## config.mk

```make
export PLATFORM = sky130hd
export DESIGN_NAME = compare_sort_ctrl
export DESIGN_NICKNAME = d
export VERILOG_FILES = /design/src/rtl/compare_sort_ctrl_pkg.sv /design/src/rtl/compare_sort_ctrl_compare.sv /design/src/rtl/compare_sort_ctrl.sv
export SDC_FILE = /design/constraint.sdc
export NUM_CORES = 1
export LEC_CHECK = 0
export BUFFER_PORTS_ARGS = -buffer_cell sky130_fd_sc_hd__buf_2
export CAP_MARGIN = 10
export CELL_PAD_IN_SITES_DETAIL_PLACEMENT = 0
export CELL_PAD_IN_SITES_GLOBAL_PLACEMENT = 1
export CORE_UTILIZATION = 45
export DETAILED_ROUTE_END_ITERATION = 10
export GPL_TIMING_DRIVEN = 0
export PLACE_DENSITY = 0.77
export SETUP_SLACK_MARGIN = 0.2
export SYNTH_ARGS = -nofsm -noshare
export SYNTH_HDL_FRONTEND = slang
export SYNTH_SLANG_ARGS = --single-unit
export TNS_END_PERCENT = 20
```

## constraint.sdc

```tcl
create_clock -name clk -period 6.9 [get_ports clk]
set_clock_uncertainty 0.15 [all_clocks]
set_input_delay 1.38 -clock clk [delete_from_list [all_inputs] [get_ports clk]]
set_output_delay 1.38 -clock clk [all_outputs]
set_load 0.01 [all_outputs]
```

## src/rtl/compare_sort_ctrl_pkg.sv

```systemverilog
// Shared constants for the compare/sort controller: state encodings,
// comparator and swap-counter widths, and the saturating counter helper.
package compare_sort_ctrl_pkg;

   localparam int CMP_W  = 4;
   localparam int SWAP_W = 6;

   localparam logic [1:0] ST_IDLE = 2'd0;
   localparam logic [1:0] ST_LOAD = 2'd1;
   localparam logic [1:0] ST_SORT = 2'd2;
   localparam logic [1:0] ST_OUT  = 2'd3;

   typedef logic [SWAP_W-1:0] swap_cnt_t;

   // Increment that sticks at all-ones instead of wrapping.
   function automatic swap_cnt_t sat_inc(input swap_cnt_t v);
      return (v == '1) ? v : v + SWAP_W'(1);
   endfunction

endpackage

```

## src/rtl/compare_sort_ctrl_compare.sv

```systemverilog
// The shared 4-bit magnitude comparator; exactly one of the three flags is high.
module compare
   import compare_sort_ctrl_pkg::*;
(
   input  logic [CMP_W-1:0] in1,
   input  logic [CMP_W-1:0] in2,
   output logic             less,
   output logic             equal,
   output logic             bigger
);

   // Pure combinational magnitude decode.
   always_comb begin
      less   = (in1 <  in2);
      equal  = (in1 == in2);
      bigger = (in1 >  in2);
   end

endmodule

```

## src/rtl/compare_sort_ctrl.sv

```systemverilog
// Loads N words, bubble-sorts them in place using one shared comparator
// (one comparison per cycle, fixed (N-1)*(N-1) cycles), then streams them out.
//
// state    | meaning
// ---------+------------------------------------------------------------
// ST_IDLE  | waiting for the first word of a batch, in_ready high
// ST_LOAD  | filling data_q[1..N-1], in_ready high
// ST_SORT  | one compare/swap of data_q[j], data_q[j+1] per cycle
// ST_OUT   | presenting data_q[rd_idx] on out_data until all N are taken
module compare_sort_ctrl
   import compare_sort_ctrl_pkg::*;
#(
   parameter int N = 4,
   parameter int W = CMP_W
) (
   input  logic              clk,
   input  logic              rst_n,
   input  logic              in_valid,
   input  logic [W-1:0]      in_data,
   output logic              in_ready,
   output logic              out_valid,
   output logic [W-1:0]      out_data,
   input  logic              out_ready,
   output logic              busy,
   output logic              done,
   output logic [SWAP_W-1:0] swaps
);

   localparam int            IW     = (N > 1) ? $clog2(N) : 1;
   localparam logic [IW-1:0] LAST   = IW'(N - 1);
   localparam logic [IW-1:0] LAST_J = IW'(N - 2);

   logic [1:0]        state_q, state_d;
   logic [W-1:0]      data_q [N];
   logic [W-1:0]      data_d [N];
   logic [IW-1:0]     wr_idx_q, wr_idx_d;
   logic [IW-1:0]     rd_idx_q, rd_idx_d;
   logic [IW-1:0]     j_q, j_d;
   logic [IW-1:0]     pass_q, pass_d;
   logic [IW-1:0]     j_nxt;
   swap_cnt_t         swaps_q, swaps_d;
   logic              out_valid_q, out_valid_d;
   logic [W-1:0]      out_data_q, out_data_d;
   logic              done_q, done_d;
   logic              cmp_less, cmp_equal, cmp_bigger;

   assign j_nxt = j_q + IW'(1);

   compare u_compare (
      .in1    (data_q[j_q]),
      .in2    (data_q[j_nxt]),
      .less   (cmp_less),
      .equal  (cmp_equal),
      .bigger (cmp_bigger)
   );

   // Only a strictly-greater result swaps; less/equal keep order, which keeps the sort stable.
   logic unused_cmp;
   assign unused_cmp = cmp_less ^ cmp_equal;

   // Next-state logic for the sequencer, buffer and output register.
   always_comb begin
      state_d     = state_q;
      data_d      = data_q;
      wr_idx_d    = wr_idx_q;
      rd_idx_d    = rd_idx_q;
      j_d         = j_q;
      pass_d      = pass_q;
      swaps_d     = swaps_q;
      out_valid_d = out_valid_q;
      out_data_d  = out_data_q;
      done_d      = 1'b0;
      case (state_q)
         ST_IDLE: begin
            if (in_valid) begin
               data_d[0] = in_data;
               wr_idx_d  = IW'(1);
               swaps_d   = '0;
               state_d   = ST_LOAD;
            end
         end
         ST_LOAD: begin
            if (in_valid) begin
               data_d[wr_idx_q] = in_data;
               if (wr_idx_q == LAST) begin
                  state_d = ST_SORT;
                  j_d     = '0;
                  pass_d  = '0;
               end else begin
                  wr_idx_d = wr_idx_q + IW'(1);
               end
            end
         end
         ST_SORT: begin
            if (cmp_bigger) begin
               data_d[j_q]   = data_q[j_nxt];
               data_d[j_nxt] = data_q[j_q];
               swaps_d       = sat_inc(swaps_q);
            end
            if (j_q == LAST_J) begin
               j_d = '0;
               if (pass_q == LAST_J) begin
                  // data_d[0] already reflects a swap made on this same edge.
                  state_d     = ST_OUT;
                  out_valid_d = 1'b1;
                  out_data_d  = data_d[0];
                  rd_idx_d    = '0;
               end else begin
                  pass_d = pass_q + IW'(1);
               end
            end else begin
               j_d = j_nxt;
            end
         end
         ST_OUT: begin
            if (out_ready) begin
               if (rd_idx_q == LAST) begin
                  out_valid_d = 1'b0;
                  done_d      = 1'b1;
                  state_d     = ST_IDLE;
               end else begin
                  rd_idx_d   = rd_idx_q + IW'(1);
                  out_data_d = data_q[rd_idx_q + IW'(1)];
               end
            end
         end
         default: state_d = ST_IDLE;
      endcase
   end

   // State and datapath registers; reset discards any partial batch.
   always_ff @(posedge clk or negedge rst_n) begin
      if (!rst_n) begin
         state_q     <= ST_IDLE;
         data_q      <= '{default: '0};
         wr_idx_q    <= '0;
         rd_idx_q    <= '0;
         j_q         <= '0;
         pass_q      <= '0;
         swaps_q     <= '0;
         out_valid_q <= 1'b0;
         out_data_q  <= '0;
         done_q      <= 1'b0;
      end else begin
         state_q     <= state_d;
         data_q      <= data_d;
         wr_idx_q    <= wr_idx_d;
         rd_idx_q    <= rd_idx_d;
         j_q         <= j_d;
         pass_q      <= pass_d;
         swaps_q     <= swaps_d;
         out_valid_q <= out_valid_d;
         out_data_q  <= out_data_d;
         done_q      <= done_d;
      end
   end

   assign in_ready  = (state_q == ST_IDLE) || (state_q == ST_LOAD);
   assign busy      = (state_q != ST_IDLE);
   assign out_valid = out_valid_q;
   assign out_data  = out_data_q;
   assign done      = done_q;
   assign swaps     = swaps_q;

endmodule
```

After elaboration in Yosys (flattened, before gate mapping)
Cells that the tools add are included.

storage, ports and cells
  register bits = 38
  input bits = 8
  output and inout port bits = 14
  logic and storage cells = 133

operators by class
  add/sub/neg operators = 5
  $lt $le $gt $ge = 8
  eq/ne operators = 20
  muxes and demuxes = 63
  bitwise operators = 4
  reductions and logical operators = 20

operators with widths
  cell                 number
  $mux 4               14
  $bwmux 16            3
  $mux 2               18
  $mux 16              2
  $bmux 4 s2           3
  $demux 4 s2          3
  $ne 2x2->1 const B   12
  $pmux 12 s2          1
  $mux 6               3
  $pmux 2 s2           4
  $reduce_and 5->1     3
  $eq 2x2->1 const B   6
  $ge 3x3->1 const B   4
  $not 2->3            4
  $pmux 4 s3           1
  $pmux 6 s2           1
  $reduce_bool 2->1    5
  $lt 3x1->1 const B   3
  $reduce_and 3->1     3
  $add 2x1->2 const B  4
  $pmux 2 s4           1
  $pmux 4 s2           1
  $reduce_and 4->1     2
  $mux 1               7
  other kinds (10)     12

Logic depth before layout (Yosys ltp)
  depth in word-level cells = 11
  gate-level depth with buffers = 13
  gate-level depth less buffers = 10

Hierarchy
From an unflattened synthesis, not the netlist that was laid out.

unflattened totals
  cells, all modules = 310
  area total of the unflattened synthesis = 3021.6 µm²

modules (own cells, without submodules)
  module             times used  cells each  area an instance (µm²)  seq. area each (µm²)
  compare_sort_ctrl  1           294         2892.8                  950.9
  compare            1           16          128.9                   0.0

Worst setup path after synthesis
Ideal clock, no wire load.

  path type = register -> register
  from = register j_q[0]
  to = register swaps_q[1] (netlist: swaps[1])
  library setup time = 0.121 ns
  arrival = 3.158 ns
  required time = 6.629 ns
  slack = 3.471 ns
  cell stages (with the launch flop) = 14
  path buffers = 3
  period minus slack after synthesis = 3.429 ns
  cell sequence = dfrtp_1 > buf_6 > inv_1 > ha_1 > buf_2 > mux4_2 > inv_1 > ha_1 > nor2b_1 > o211a_1 > o21a_1 > buf_2 > mux2_1 > a22o_1

between the ends
  longest elaborated chain between the ends = 8
  elaborated cells on any way between the ends = 12
  classes of those cells = add/sub: 1; order compare: 1; eq/ne: 1; mux: 6; bitwise: 2; reduce/logical: 1

ends and longest elaborated chain
  what                                        RTL line                         source
  start, declared                             compare_sort_ctrl.sv:38          logic [IW-1:0] j_q, j_d;
  start signal, assigned                      compare_sort_ctrl.sv:149         j_q <= j_d;
  $add 2x1->2                                 compare_sort_ctrl.sv:47          assign j_nxt = j_q + IW'(1);
  $not 2->3 (implied by the code)             compare_sort_ctrl.sv:51          .in2 (data_q[j_nxt]),
  $bmux 4 s2                                  compare_sort_ctrl.sv:51
  $mux 4 (implied by the code) (2 in series)  compare_sort_ctrl.sv:51
  $gt 4x4->1 (*)                              compare_sort_ctrl_compare.sv:16  bigger = (in1 > in2);
  $ne 2x2->1 (no line) (*)                    n/a
  $reduce_and 4->1 (no line) (*)              n/a
  end signal, assigned                        compare_sort_ctrl.sv:151         swaps_q <= swaps_d;
  end, declared                               compare_sort_ctrl.sv:41          swap_cnt_t swaps_q, swaps_d;

Every way passes the cells marked *; elsewhere a longest branch is shown, timed or not. The select of a mux whose other input is x is not followed.
A chain may end at the register's enable or synchronous reset.

Worst setup path in the final report
  from = register j_q[1]
  to = register data_q[5] (netlist bit)

between the ends
  longest elaborated chain between the ends = 9
  elaborated cells on any way between the ends = 26
  classes of those cells = add/sub: 1; order compare: 5; eq/ne: 1; mux: 14; bitwise: 2; reduce/logical: 3

ends and longest elaborated chain
  what                                                                RTL line                  source
  parallel branches: the longest is 9 deep, another holds $gt 4x4->1  n/a
  end signal, assigned                                                compare_sort_ctrl.sv:146  data_q <= data_d;
  end, declared                                                       compare_sort_ctrl.sv:34   logic [W-1:0] data_q [N];

Parallel ways; which one is timed is not known. The select of a mux whose other input is x is not followed.

==> flow_summary.json <==
{
  "ios": 22,
  "synth_edf_count": 0,
  "synth_top_area_share_pct": 33.0,
  "synth_ff_type": "dfrtp_1",
  "setup.worst_path.class": "reg -> reg",
  "fin_ws_ns": 3.05,
  "syn_inst": 305,
  "hp-class": "reg -> reg",
  "rsz0062_at_grt": "no",
  "synth_area_leaders": "dfrtp_1 (33%), mux4_2 (9.4%), ha_1 (9.1%)",
  "maxSlewHeadroom_pct": 40.5,
  "crit_required_ns": 6.93,
  "cts_hold_buf": 0,
  "dieArea_um2": 6740,
  "place_area_um2": 3080,
  "critPathMaxFanout": 8,
  "synthAdderAreaFrac_pct": 9.11,
  "start_kind": "register",
  "routedWlPerCell_um": 17.9,
  "tns_ns": 0,
  "core_um2": 6060,
  "clk_pin_slew_ns": 0.09,
  "drtIter0Drc": 117,
  "worstSetupEndpointType": "register",
  "cts.sinks": 38,
  "cts_buffers": 5,
  "dr.pass1.iters": 4,
  "syn_area_um2": 2890,
  "async_flop_share_pct": 100,
  "grt_max_degree": 39,
  "synth_xor_area_share_pct": 0,
  "seqCellArea_um2": 951,
  "min_period_ns": 3.85,
  "synth_warnings": 0,
  "dpl.hpwl_um": 5400,
  "setup_viol": 0,
  "htree_levels": 2,
  "finalMaxSlewViolations": 0,
  "cts_resized": 0,
  "nFillCells": 562,
  "grtUsageTotal_pct": 23.9,
  "vias": 2476,
  "final_common_cell": "nand2_1",
  "synth_largest_area_cell": "dfrtp_1",
  "drive_gt1_share_pct": 19.2,
  "outcome": "finished, final reports clean",
  "place_ws_ns": 3.10,
  "fin_area_um2": 3190,
  "postSynthAreaPerCell_um2": 9.46,
  "cts_setup_buffers": 0,
  "start_util_pct": 47.6,
  "synth_mux_area_share_pct": 15.0,
  "worstPathArrival_ns": 3.88,
  "fin_crit_sh_pct": 55.7,
  "hold_viol_final": 0,
  "finalWirelength_um": 7310,
  "final_nets": 362,
  "numPortBuffers": 21,
  "clockBufferDepth": 2,
  "ant_nets": 0,
  "clock_latency_ns": 0.30,
  "synth_nets": 334,
  "grt_pass1_wl_um": 11900,
  "rows": 28,
  "cap_violations": 0,
  "antenna_found_initial": 0,
  "synth_seq_area_share_pct": 33.0,
  "cts_tree": "done",
  "grt_pass1_vias": 2256,
  "worst_slew_pin_slew_ns": 0.893,
  "via_per_inst": 6.05,
  "fmax_ghz": 0.260,
  "synthDistinctLibCells": 44,
  "overflow": 0,
  "die_h_um": 82.1,
  "ys_ff_latch": 38,
  "syn2layout_area_growth_pct": 10.7,
  "synth-compound-area-share_pct": 22.2,
  "synthSimpleGateAreaFrac_pct": 15.4,
  "place.gp.congestion": 0.855,
  "synth_top_family_by_area": "compound AO/OA/AOI/OAI gates",
  "cts_root_buf": "clkbuf_8",
  "drc": 0,
  "final_cell_mix": "nand2_1 (41), dfrtp_1 (38), o21ai_0 (27)",
  "die_x_um": 82.1,
  "diodes": 0,
  "multi_input_area_um2": 1780
}
## final cells by class
| class | instances | area share [%] |
|---|---|---|
| well taps | 75 | 2.94 |
| inverters | 25 | 2.94 |
| clock inverters | 3 | 1.25 |
| clock buffers | 5 | 2.16 |
| repair buffers | 21 | 3.29 |
| plain buffers | 13 | 1.92 |
| multi-input cells | 229 | 55.7 |
| flip-flops and latches | 38 | 29.8 |
## synthesized netlist by cell type, drive strengths merged (4+ instances only)
library cell / number
nor2: 9
a22oi: 12
o32ai: 4
nand4: 4
mux4: 12
a31oi: 6
mux2i: 4
o211ai: 4
a21oi: 6
o221ai: 5
o21ai: 28
inv: 25
ha: 21
a21o: 6
nand3: 6
a22o: 9
dfrtp: 38
nand2: 41
nor2b: 11
mux2: 11
buf: 5
clkbuf: 8
and2: 6
## cell families after synthesis
group / after synthesis
simple gates: 91
compound gates: 90
buf+inv: 38
flops: 38
mux: 27
fa+ha+maj: 21
## stage by stage
| stage | utilization (%) | hold slack (ns) | instances |
|---|---|---|---|
| 2_1_floorplan | - | 0.304 | 305 |
| 3_3_place_gp | 50.9 | 0.317 | 401 |
| 3_5_place_dp | 50.9 | 0.318 | 401 |
| 4_1_cts | 52.7 | 0.341 | 409 |
| 5_1_grt | 52.7 | 0.379 | 409 |
| 6_report | 52.7 | 0.335 | 409 |
## worst paths after layout
kind,to,slack [ns],cells past startpoint,from
setup / recovery,data_q[5]$_DFFE_PN0P_,3.05,11,j_q[1]$_DFFE_PN0P_
hold / removal,out_data[0]$_DFFE_PN0P_,0.34,2,out_data[0]$_DFFE_PN0P_
setup reg to reg,data_q[5]$_DFFE_PN0P_,3.05,11,j_q[1]$_DFFE_PN0P_
hold reg to reg,out_data[0]$_DFFE_PN0P_,0.34,2,out_data[0]$_DFFE_PN0P_
max in group asynchronous,swaps[1]$_DFFE_PN0P_,4.98,1,rst_n
min in group asynchronous,state_q[1]$_DFFE_PN0P_,1.04,1,rst_n
## per-layer routing
metal	track usage (%)	wire, um	vias to the layer above
met1	34.9	3460	1212
li1	-	-	1177
met2	35.9	3370	79
met5	0	0	-
met4	7.72	78	0
met3	3.78	398	8
## state kept, by name (all words and copies together), names as in the netlist
signal,cells
data_q,16
done,1
j_q,2
out_data,4
out_valid,1
pass_q,2
rd_idx_q,2
state_q,2
swaps,6
wr_idx_q,2
## worst max-delay path: stages (launching register included)
cell and delay [ns]:
dfrtp_1 0.55, inv_1 0.16, ha_1 0.30, buf_2 0.20, mux4_2 0.58, inv_1 0.10, ha_1 0.24, nor2b_1 0.13
o211a_1 0.24, o21a_1 0.29, a32oi_2 0.40, mux2_2 0.38
Power is not shown: default switching activity piles up to over one toggle a cycle in this logic, so the estimate is an artifact.
